### config.mk
export PLATFORM = sky130hd
export DESIGN_NAME = mem_port_arb
export DESIGN_NICKNAME = d
export VERILOG_FILES = /design/src/rtl/mem_arb_pkg.sv /design/src/rtl/mem_arb_ost_fifo.sv /design/src/rtl/mem_port_arb.sv
export SDC_FILE = /design/constraint.sdc
export NUM_CORES = 1
export LEC_CHECK = 0
export BUFFER_PORTS_ARGS = -buffer_cell sky130_fd_sc_hd__buf_2
export CORE_AREA = 2 2 109 111
export DETAILED_ROUTE_END_ITERATION = 10
export DIE_AREA = 0 0 111 113
export GPL_ROUTABILITY_DRIVEN = 0
export GPL_TIMING_DRIVEN = 1
export PLACE_DENSITY_LB_ADDON = 0.12
export SYNTH_ARGS = -nofsm -noshare
export SYNTH_HDL_FRONTEND = slang
export SYNTH_SLANG_ARGS = --single-unit
### constraint.sdc
create_clock -name clk -period 2.4 [get_ports clk]
set_clock_uncertainty 0.15 [all_clocks]
set_input_delay 0.48 -clock clk [delete_from_list [all_inputs] [get_ports clk]]
set_output_delay 0.48 -clock clk [all_outputs]
set_load 0.1 [all_outputs]
### src/rtl/mem_arb_pkg.sv
// Shared types and widths for the IFU/LSU memory port arbiter.
// Width constants mirror the core's RV_PC_SIZE / RV_IR_SIZE.
package mem_arb_pkg;

  localparam int RV_PC_SIZE = 32;
  localparam int RV_IR_SIZE = 32;

  typedef enum logic {
    OWN_IFU,
    OWN_LSU
  } owner_e;

  typedef struct packed {
    owner_e own;
    logic   drop;
  } ost_ent_t;

  // Grant lock: HOLD keeps the current grant while memory back-pressures it.
  typedef enum logic {
    GS_OPEN,
    GS_HOLD
  } gnt_st_e;

endpackage

### src/rtl/mem_arb_ost_fifo.sv
// In-order owner FIFO for outstanding memory transactions.
// flush_mark sets drop on every OWN_IFU entry; a same-cycle push overrides its own slot.
module mem_arb_ost_fifo
  import mem_arb_pkg::*;
#(
  parameter int DEPTH = 2
) (
  input  logic     clk,
  input  logic     rst,
  input  logic     push,
  input  ost_ent_t push_ent,
  input  logic     pop,
  input  logic     flush_mark,
  output logic     full,
  output logic     empty,
  output ost_ent_t head
);

  localparam int PW = $clog2(DEPTH) + 1;
  localparam int IW = (DEPTH > 1) ? $clog2(DEPTH) : 1;
  localparam logic [PW-1:0] FULL_XOR = PW'(1) << (PW - 1);

  ost_ent_t      ent_q [DEPTH];
  logic [PW-1:0] wr_ptr;
  logic [PW-1:0] rd_ptr;
  logic [IW-1:0] wr_idx;
  logic [IW-1:0] rd_idx;

  assign wr_idx = (DEPTH == 1) ? '0 : wr_ptr[IW-1:0];
  assign rd_idx = (DEPTH == 1) ? '0 : rd_ptr[IW-1:0];

  // Extra pointer MSB distinguishes full from empty when indices match.
  assign empty = (wr_ptr == rd_ptr);
  assign full  = ((wr_ptr ^ rd_ptr) == FULL_XOR);
  assign head  = ent_q[rd_idx];

  always_ff @(posedge clk or posedge rst) begin
    if (rst) begin
      wr_ptr <= '0;
      rd_ptr <= '0;
      for (int i = 0; i < DEPTH; i++) begin
        ent_q[i] <= '{own: OWN_IFU, drop: 1'b0};
      end
    end else begin
      if (flush_mark) begin
        for (int i = 0; i < DEPTH; i++) begin
          if (ent_q[i].own == OWN_IFU) ent_q[i].drop <= 1'b1;
        end
      end
      if (push && !full) begin
        ent_q[wr_idx] <= push_ent;
        wr_ptr        <= wr_ptr + PW'(1);
      end
      if (pop && !empty) begin
        rd_ptr <= rd_ptr + PW'(1);
      end
    end
  end

endmodule

### src/rtl/mem_port_arb.sv
// Shares one memory request/response port between IFU fetch and LSU access.
// Build option MEM_ARB_RR_EN: round-robin on conflict; otherwise LSU has fixed priority.
module mem_port_arb
  import mem_arb_pkg::*;
#(
  parameter int OST_DEPTH = 2,
  parameter int AW        = RV_PC_SIZE,
  parameter int DW        = RV_IR_SIZE
) (
  input  logic            clk,
  input  logic            rst,
  input  logic            ifu_req_vld,
  output logic            ifu_req_rdy,
  input  logic [AW-1:0]   ifu_req_addr,
  output logic            ifu_rsp_vld,
  input  logic            ifu_rsp_rdy,
  output logic [DW-1:0]   ifu_rsp_data,
  input  logic            fl_vld,
  input  logic            lsu_req_vld,
  output logic            lsu_req_rdy,
  input  logic            lsu_req_we,
  input  logic [AW-1:0]   lsu_req_addr,
  input  logic [DW-1:0]   lsu_req_wdata,
  input  logic [DW/8-1:0] lsu_req_wstrb,
  output logic            lsu_rsp_vld,
  input  logic            lsu_rsp_rdy,
  output logic [DW-1:0]   lsu_rsp_data,
  output logic            mem_req_vld,
  input  logic            mem_req_rdy,
  output logic            mem_req_we,
  output logic [AW-1:0]   mem_req_addr,
  output logic [DW-1:0]   mem_req_wdata,
  output logic [DW/8-1:0] mem_req_wstrb,
  input  logic            mem_rsp_vld,
  output logic            mem_rsp_rdy,
  input  logic [DW-1:0]   mem_rsp_data
);

  // Handshake rule on every port: a transfer happens in a cycle where vld and rdy
  // are both high; vld never waits on rdy, and the arbiter holds its grant and
  // payload stable while mem_req_vld is high and mem_req_rdy is low.

  gnt_st_e  gnt_st, gnt_st_nxt;
  owner_e   hold_own, last_gnt, gnt_own, arb_pick;
  logic     fifo_full, fifo_empty;
  logic     ifu_cand, lsu_cand;
  logic     req_fire, rsp_fire;
  ost_ent_t push_ent, head;

  assign ifu_cand = ifu_req_vld && !fifo_full;
  assign lsu_cand = lsu_req_vld && !fifo_full;

`ifdef MEM_ARB_RR_EN
  assign arb_pick = (last_gnt == OWN_IFU) ? OWN_LSU : OWN_IFU;
`else
  logic unused_last_gnt;
  assign arb_pick        = OWN_LSU;
  assign unused_last_gnt = last_gnt;
`endif

  always_ff @(posedge clk or posedge rst) begin
    if (rst) begin
      gnt_st   <= GS_OPEN;
      hold_own <= OWN_IFU;
      last_gnt <= OWN_IFU;
    end else begin
      gnt_st   <= gnt_st_nxt;
      hold_own <= gnt_own;
      if (req_fire) last_gnt <= gnt_own;
    end
  end

  always_comb begin
    gnt_own = OWN_IFU;
    if (gnt_st == GS_HOLD)          gnt_own = hold_own;
    else if (lsu_cand && ifu_cand)  gnt_own = arb_pick;
    else if (lsu_cand)              gnt_own = OWN_LSU;
    mem_req_vld = (gnt_own == OWN_LSU) ? lsu_cand : ifu_cand;
    gnt_st_nxt  = (mem_req_vld && !mem_req_rdy) ? GS_HOLD : GS_OPEN;
  end

  always_comb begin
    mem_req_we    = 1'b0;
    mem_req_addr  = ifu_req_addr;
    mem_req_wdata = '0;
    mem_req_wstrb = '0;
    if (gnt_own == OWN_LSU) begin
      mem_req_we    = lsu_req_we;
      mem_req_addr  = lsu_req_addr;
      mem_req_wdata = lsu_req_wdata;
      mem_req_wstrb = lsu_req_wstrb;
    end
  end

  assign req_fire    = mem_req_vld && mem_req_rdy;
  assign ifu_req_rdy = req_fire && (gnt_own == OWN_IFU);
  assign lsu_req_rdy = req_fire && (gnt_own == OWN_LSU);

  // A fetch issued while flushing carries a pre-redirect PC, so it is born stale.
  assign push_ent.own  = gnt_own;
  assign push_ent.drop = fl_vld && (gnt_own == OWN_IFU);

  mem_arb_ost_fifo #(
    .DEPTH(OST_DEPTH)
  ) u_ost_fifo (
    .clk       (clk),
    .rst       (rst),
    .push      (req_fire),
    .push_ent  (push_ent),
    .pop       (rsp_fire),
    .flush_mark(fl_vld),
    .full      (fifo_full),
    .empty     (fifo_empty),
    .head      (head)
  );

  always_comb begin
    mem_rsp_rdy = 1'b0;
    if (!fifo_empty) begin
      if (head.drop)                mem_rsp_rdy = 1'b1;
      else if (head.own == OWN_LSU) mem_rsp_rdy = lsu_rsp_rdy;
      else                          mem_rsp_rdy = ifu_rsp_rdy;
    end
  end

  assign rsp_fire     = mem_rsp_vld && mem_rsp_rdy;
  assign ifu_rsp_vld  = mem_rsp_vld && !fifo_empty && (head.own == OWN_IFU) && !head.drop && !fl_vld;
  assign lsu_rsp_vld  = mem_rsp_vld && !fifo_empty && (head.own == OWN_LSU);
  assign ifu_rsp_data = mem_rsp_data;
  assign lsu_rsp_data = mem_rsp_data;

  // Memory must never answer with nothing outstanding.
  a_no_orphan_rsp : assert property (@(posedge clk) disable iff (rst) !(mem_rsp_vld && fifo_empty));

endmodule

==> metrics.md, run 1 <==
| Metric | Value |
|---|---|
| Fillers | between 1000 and 1500 |
| Nets | 484 |
| Worst hold margin | between 0.06 and 0.07 ns |
| Post-synth EDFFs | 0 |
| Core Area | ~11000 um^2 |
| Multiplexer area fraction after synthesis | between 20% and 30% |
| DR vias/cell | ~3.8 |
| Reg area | between 200 and 300 um^2 |
| Final worst-path cycle share | 106% |
| Num Clock Sinks | 10 |
| Full die area | 12500 um^2 |
| Maximum clock rate | ~0.4 GHz |
| H-Tree Depth | 1 |
| Setup crit start | u_ost_fifo.wr_ptr[0] |
| Fraction of the mapped netlist area in adder cells | 0% |
| Antenna violations before repair | 0 |
| Critical Path Sink Type | output port |
| Remaining DRCs | 0 |
| Total GRT Usage | a little over a tenth |
| RSZ-0062 raised after global routing | true |
| Std cell rows | 39 |
| Initial Util | between 10% and 20% |
| Cell with the most instances after synthesis | buf_4 |
| Setup TNS | -6.83 ns |
| Failing checks | negative setup slack |
| Max_slew headroom | between 70 and 80% |
| Worst Path Required | roughly 1.8 ns |
| Final Max Slew Viols | 0 |
| Area delta synth->final | 119% |
| Max FO, Critical Path | 16 |
| Post-synth top area share | approximately a quarter |
| Compound-gate portion of the synthesized area | about 4.1% |
| Io pins | 281 |
| TritonCTS buffer count | 3 |
| Flops & latches, synth | 10 |
| Setup slack, reg-to-reg | around 0.4 ns |
| Unique masters post-synth | 31 |
| Setup-failing EPs final | 67 |
| CTS Hold Bufs | 0 |
| # Max-Cap Violations | 0 |
| RR Startpoint | u_ost_fifo.wr_ptr[1] |
| Worst-skew pair later-pin latency | about 0.23 ns |
| Primary FF master, synth | dfrtp_1 |
| DR iter-0 viols | 36 |
| FF-to-FF path depth | 6 |
| Synth warn | 0 |
| Reg clk slew, reported paths | about 0.04 ns |
| Input/output buffers | between 150 and 200 |
| Clock tree buffer depth | 2 |
| Worst Slack Setup Final | -0.137 ns |
| Number of global-route vias before repair | ~1900 |
| Worst-Margin Slew | 0.377 ns |
| Mapped Avg Cell Area | just under 9 um^2 |
| Clock Root Buffer | clkbuf_16 |
| Area of the multi-input gates | about 1200 um^2 |
| Post-Synth Simple-Gate Area | 21.2% |
| Syn_nets | between 300 and 400 |
| Post-synthesis sequential area ratio | a little over an eighth |
| FFs w/ async S/R, synth | 100% |
| Hold crit path type | input port to asynchronous set/reset pin |
| Post-Syn Instances | a little over 200 |
| Pin count of the biggest net entering global routing | 17 |
| Routed vias | between 1500 and 2000 |
| Area contributors post-synth | buf_4, mux2_4, dfrtp_1 |
| Post-synth top cells | buf_4, and2_1, mux2_4, mux2_2, dfrtp_1 |
| First-pass GRT wire length | around 11 mm |
| WL final | around 7.2 mm |
| Ratio of cells with drive above 1 in the final layout | 86.5% |
| Die H | 113 um |
| # diodes | 0 |
| WP data arrival | 1.91 ns |
| Main combinational cell family by area after synthesis | buffers and inverters |
| WL/cell | between 10 and 15 um |
| Largest area contributor in the netlist | buf_4 |
| CP Launch Type | flop |
| Synthesized cell area | ~1800 um^2 |
| Remaining global-route overflow | 0 |
| Crit Path Class | flop to output port |
| Post-synthesis xor/xnor area fraction | 3.19% |
| CTS tree | yes |
| Die Wd | 111 um |
| Worst setup endpoint | mem_req_addr[12] |
| Fin crit period | between 2 and 3 ns |
| Routed Antenna Nets | 0 |
| R2R Path End | u_ost_fifo.ent_q[3] |
| DP HPWL | about 6 mm |
| Status | finished, violations left |
| Final hold viol count | 0 |
| Drt first pass iters | 4 |
| Pre-CTS setup slack | about 0.0061 ns |
==> per-layer routing <==
metal | GRT usage [%] | share of wire [%]
met1 | 11.2 | 34
met2 | 19.8 | 53
met3 | 4.45 | 12
met4 | 2.08 | 0.90
met5 | 0 | 0
==> layout make-up <==
class / count / area share, %
Tap cell: 143 / 4.44
Timing Repair Buffer: 204 / 57.9
Multi-Input combinational cell: 118 / 29.1
Sequential cell: 10 / 6.20
Inverter: 5 / 0.465
Clock buffer: 3 / 1.86
==> kinds of logic after synthesis <==
| group | Yosys count |
|---|---|
| buffers and inverters | 79 |
| multiplexers | 39 |
| AO/OA/AOI/OAI | 11 |
| AND/OR/NAND/NOR | 63 |
| XOR/XNOR | 5 |
| flip-flops | 10 |
==> metrics by stage <==
step           cell area (um^2)  util (%)  instances
6_report                   4030      35.8        483
5_1_grt                    4030      35.8        483
4_1_cts                    3980      35.3        481
3_5_place_dp               3680      32.6        471
3_3_place_gp               3680      32.6        471
2_1_floorplan              1940         -        207
==> cell usage in the layout, fill, tap and decap left out, types with 6 or more instances in the layout <==
cell type  instances
buf_2            109
buf_12            77
and2_4            28
mux2_4            19
mux2_2            15
buf_4             11
dfrtp_1           10
and2_2             9
nor2_1             6
==> how the worst min path moves through the flow <==
stage | from | end | slack (ns) | cells past startpoint
floorplan | rst | gnt_st | 0.17 | 1
global placement | rst | gnt_st | 0.33 | 2
detailed placement | rst | gnt_st | 0.33 | 2
CTS | rst | gnt_st | 0.09 | 2
global route | rst | gnt_st | 0.13 | 2
finish | rst | gnt_st | 0.07 | 2
==> registers in the layout, summed over array words and instances, names as in the netlist <==
signal / flops
hold_own: 1
u_ost_fifo.ent_q: 4
u_ost_fifo.rd_ptr: 2
u_ost_fifo.wr_ptr: 2
gnt_st: 1
==> critical path, cell delays in order, from the launching register on <==
cell	delay (ns)
dfrtp_1	0.40
xor2_2	0.19
o21ai_2	0.22
nand2_4	0.17
buf_12	0.20
mux2_4	0.32
buf_12	0.17
==> repair_timing <==
action	4_1_cts	5_1_grt
buffers inserted	3	2
gates cloned	4	1
endpoints found under the setup margin	60	72
pin swaps	12	19
gates resized for setup	43	6
Power of run 1 is not shown: default switching activity piles up to over one toggle a cycle in this logic, so the estimate is an artifact.
==> inputs of run 2 (changes only) <==
- BUFFER_PORTS_ARGS: -buffer_cell sky130_fd_sc_hd__buf_2 -> default
- DONT_BUFFER_PORTS: default -> 1
- PLACE_DENSITY_LB_ADDON: 0.12 -> default
==> metrics.md, run 2 (same netlist as run 1, synthesis figures left out) <==
| Metric | Value |
|---|---|
| Final worst-path cycle share | 105% |
| Area of the multi-input gates | 1190 um^2 |
| Total GRT Usage | ~8.3% |
| TritonCTS buffer count | 3 |
| Routed vias | between 1000 and 1500 |
| Routed Antenna Nets | 0 |
| Input/output buffers | 0 |
| Antenna violations before repair | 0 |
| Reg with most FFs | u_ost_fifo.ent_q |
| RR Startpoint | u_ost_fifo.wr_ptr[1] |
| WL final | around 6.3 mm |
| Core Area | between 10000 and 15000 um^2 |
| CP Launch Type | flop |
| Setup TNS | -4.01 ns |
| Full die area | ~13000 um^2 |
| Reg clk slew, reported paths | 0.04 ns |
| # Max-Cap Violations | 0 |
| Max_slew headroom | about 67% |
| FF-to-FF path depth | 5 |
| DR iter-0 viols | 24 |
| Number of global-route vias before repair | 1514 |
| Io pins | approximately 280 |
| Finished Layout Cells | approximately 350 |
| Worst-skew pair later-pin latency | about 0.23 ns |
| DR vias/cell | 3.99 |
| Clock Root Buffer | clkbuf_16 |
| R2R Path End | u_ost_fifo.ent_q[1] |
| Final Max Slew Viols | 0 |
| Die Wd | roughly 110 um |
| Largest registers | u_ost_fifo.ent_q x4, u_ost_fifo.rd_ptr x2, u_ost_fifo.wr_ptr x2 |
| Placed instance area | between 2000 and 3000 um^2 |
| Max FFs per register | 4 |
| CTS tree | yes |
| First-pass GRT wire length | between 8 and 9 mm |
| Std cell rows | 39 |
| RSZ-0062 raised after global routing | true |
| Num Clock Sinks | 10 |
| Worst-Margin Slew | slightly below 0.5 ns |
| Worst setup endpoint | mem_req_addr[7] |
| Die H | around 110 um |
| H-Tree Depth | 1 |
| Hold crit path type | input port to flop |
| Critical Path Sink Type | output port |
| WP data arrival | roughly 1.9 ns |
| WL/cell | roughly 18 um |
| # diodes | 0 |
| Failing checks | negative setup slack |
| Worst Slack Setup Final | -0.124 ns |
| Drt first pass iters | 4 |
| Crit Path Class | flop to output port |
| Area delta synth->final | 63.7% |
| Maximum clock rate | 0.396 GHz |
| Worst Path Required | 1.77 ns |
| Setup slack, reg-to-reg | about 0.5 ns |
| Pin count of the biggest net entering global routing | 36 |
| Remaining DRCs | 0 |
| DP HPWL | about 5.3 mm |
| Initial Util | about 16% |
| Fin crit period | 2.52 ns |
| Fillers | roughly 1100 |
| Nets | roughly 350 |
| Reg area | ~250 um^2 |
| Setup crit start | u_ost_fifo.rd_ptr[0] |
| Dpl cells | 341 |
| Remaining global-route overflow | 0 |
| Status | finished, violations left |
| Ratio of cells with drive above 1 in the final layout | between 70% and 80% |
| Clock tree buffer depth | 2 |
| Final hold viol count | 0 |
| Max FO, Critical Path | 26 |
| Commonest non-fill, non-tap cell in the layout | buf_12 |
| Setup-failing EPs final | 52 |
| Post-route cell area | approximately 3000 um^2 |
| Commonest non-fill, non-tap cells in the layout | buf_12, mux2_4, and2_4, and2_2 |
-- run 2: cell count changes in the layout (fill, tap and decap cells not counted), sizes merged --
| cell | previous run | this run |
|---|---|---|
| clkbuf | 4 | 6 |
| dlygate4sd3 | 0 | 1 |
| buf | 202 | 68 |
| bufbuf | 1 | 0 |
-- run 2: worst min path at each step --
stage / cells past startpoint / end / start
CTS: 1 / gnt_st / mem_req_rdy
detailed placement: 1 / u_ost_fifo.ent_q[0] / rst
global route: 1 / gnt_st / mem_req_rdy
finish: 1 / gnt_st / mem_req_rdy
global placement: 1 / u_ost_fifo.ent_q[2] / rst
floorplan: 1 / gnt_st / rst
-- run 2: cell type report --
cell class	count	share of cell area [%]
Inverter	5	0.622
Tap cell	143	5.93
Multi-Input combinational cell	118	39.3
Clock buffer	4	2.94
Sequential cell	10	8.33
Timing Repair Buffer	71	42.9
-- run 2: per-stage QoR --
step | hold WS, ns | setup slack, ns | utilization, %
2_1_floorplan | 0.170 | -0.406 | -
3_3_place_gp | 0.205 | 0.138 | 24.4
3_5_place_dp | 0.208 | 0.0976 | 24.4
4_1_cts | 0.167 | -0.147 | 25.8
5_1_grt | 0.166 | -0.178 | 26.8
6_report | 0.173 | -0.124 | 26.8
-- run 2: timing repair --
item / in CTS / in global routing
hold buffers: 1 / 0
setup buffers: 1 / 1
hold endpoints to repair: 10 / 0
pin swaps: 1 / 19
cloned: 0 / 3
resized for setup: 12 / 33
endpoints found under the setup margin: 45 / 72
-- run 2: worst max-delay path, cell delays in order, from the launching register on --
cell and delay (ns):
dfrtp_2 0.43, xor2_2 0.20, o21ai_2 0.21, nand2_4 0.12
buf_12 0.19, mux2_4 0.33, buf_12 0.17
-- run 2: metal layers --
metal  GRT usage, %  share of wire (%)
met1           6.00                 25
met2           19.0                 61
met3           2.68                 12
met4           3.25                1.9
met5              0                  0
Power of run 2 is left out for the same reason.
==> inputs of run 3 (changes only) <==
- CORE_AREA: 2 2 109 111 -> 2 2 110 112
- DIE_AREA: 0 0 111 113 -> 0 0 112 114
==> metrics.md, run 3 (same netlist as run 1, synthesis figures left out) <==
| Metric | Value |
|---|---|
| Fin crit period | about 2.5 ns |
| Pin count of the biggest net entering global routing | 35 |
| Maximum clock rate | 0.393 GHz |
| Routed Antenna Nets | 0 |
| Status | finished, violations left |
| H-Tree Depth | 1 |
| CTS tree | yes |
| Setup-failing EPs final | 56 |
| Antenna violations before repair | 0 |
| # diodes | 0 |
| CP Launch Type | flop |
| Final hold viol count | 0 |
| Ratio of cells with drive above 1 in the final layout | between 70% and 80% |
| # Max-Cap Violations | 0 |
| Clock Root Buffer | clkbuf_16 |
| R2R Path End | u_ost_fifo.rd_ptr[0] |
| Max_slew headroom | 57.7% |
| Io pins | between 200 and 300 |
| Reg clk slew, reported paths | approximately 0.04 ns |
| Commonest non-fill, non-tap cells in the layout | buf_12, and2_4, mux2_4, buf_4 |
| Failing checks | negative setup slack |
| Die Wd | 112 um |
| Final Max Slew Viols | 0 |
| Hold EP | gnt_st |
| Remaining global-route overflow | 0 |
| Worst Slack Setup Final | -0.146 ns |
| Total GRT Usage | approximately 8.6% |
| Nets | around 370 |
| Pre-CTS setup slack | approximately 0.1 ns |
| Remaining DRCs | 0 |
| Initial Util | 15.7% |
| Core Area | around 12000 um^2 |
| RSZ-0062 raised after global routing | true |
| WL final | a little under 7 mm |
| Worst-skew pair later-pin latency | 0.24 ns |
| WP buf/inv | 2 |
| Critical Path Sink Type | output port |
| Final worst-path cycle share | 106% |
| Fillers | around 1200 |
| Critical path's top delay family | simple AND/OR/NAND/NOR gates |
| Placed instance area | about 2800 um^2 |
| Commonest non-fill, non-tap cell in the layout | buf_12 |
| Worst path depth | 6 |
| TritonCTS buffer count | 3 |
| Full die area | roughly 13000 um^2 |
| Die H | 114 um |
| Num Clock Sinks | 10 |
| Area delta synth->final | 73.1% |
| Setup slack, reg-to-reg | 0.14 ns |
| Max incr delay on CP | approximately 0.45 ns |
| DR iter-0 viols | 31 |
| WP data arrival | 1.92 ns |
| Routed vias | 1473 |
| WL/cell | 18.1 um |
| Max FO, Critical Path | 6 |
| DR vias/cell | ~4 |
| Number of global-route vias before repair | ~1500 |
| Post-route cell area | between 3000 and 4000 um^2 |
| RR Startpoint | u_ost_fifo.rd_ptr[0] |
| FF-to-FF path depth | 12 |
| Clock tree buffer depth | 2 |
| Largest registers | u_ost_fifo.ent_q x4, u_ost_fifo.rd_ptr x2, u_ost_fifo.wr_ptr x2 |
| Hold crit path type | input port to flop |
| Input/output buffers | 0 |
| Worst Min Path Start | mem_req_rdy |
| Worst hold margin | 0.156 ns |
| Crit Path Class | flop to output port |
| Worst Path Required | between 1.5 and 2 ns |
| Reg with most FFs | u_ost_fifo.ent_q |
| Drt first pass iters | 4 |
| Final Core Density | between 20% and 30% |
| Std cell rows | 40 |
| Worst-Margin Slew | between 0.6 and 0.7 ns |
| Critical-path top delay cell | nor2_2 |
| Max FFs per register | 4 |
| Worst Hold Depth | 1 |
| DP HPWL | approximately 5.2 mm |
| First-pass GRT wire length | 8.25 mm |
| Critical path cell sequence | xnor2_2 -> buf_4 -> nor2_2 -> nor2_4 -> and3_2 -> buf_12 |
run 3: final cells by class:
type                    instances  area (um^2)  share of cell area [%]
repair buffers                 89         1450                    45.4
multi-input cells             118         1200                    37.6
flip-flops and latches         10          250                    7.84
well taps                     147          184                    5.76
clock buffers                   4         88.8                    2.78
inverters                       5         18.8                   0.588
run 3: worst max-delay path by stage:
| stage | start | end | slack, ns |
|---|---|---|---|
| final | u_ost_fifo.rd_ptr[1] | lsu_req_rdy | -0.15 |
| after floorplan | u_ost_fifo.rd_ptr[0] | ifu_req_rdy | -0.41 |
| after detailed placement | u_ost_fifo.wr_ptr[1] | lsu_req_rdy | 0.1 |
| after CTS | u_ost_fifo.rd_ptr[1] | lsu_req_rdy | -0.15 |
| after global routing | u_ost_fifo.rd_ptr[0] | mem_req_addr[8] | -0.21 |
| after global placement | u_ost_fifo.wr_ptr[1] | lsu_req_rdy | 0.12 |
run 3: worst register-to-register path: stages (launching register included):
cell,delay [ns]
dfrtp_1,0.40
buf_6,0.15
mux2i_4,0.29
mux2i_2,0.26
buf_4,0.13
buf_4,0.09
buf_4,0.09
buf_4,0.09
buf_4,0.09
buf_4,0.09
buf_4,0.09
nand3_2,0.09
nor2b_1,0.15
run 3: metal layers:
metal	part of all wire [%]	track usage, %
met1	34	9.06
met2	54	16.0
met3	8.5	2.23
met4	3.1	4.07
met5	0	0
run 3: repair_timing:
item / in CTS / in global routing
hold endpoints to repair: 10 / 0
hold buffers: 1 / 0
pin swaps: 0 / 17
gates resized for setup: 13 / 41
endpoints found under the setup margin: 50 / 75
cloned: 1 / 3
setup buffers: 12 / 7
run 3: metrics by stage:
stage	setup TNS [ns]	cells
finish	-3.40	373
global route	-7.99	373
CTS	-3.85	364
detailed placement	0	346
global placement	0	346
floorplan	-0.724	207
Power of run 3 is left out for the same reason.
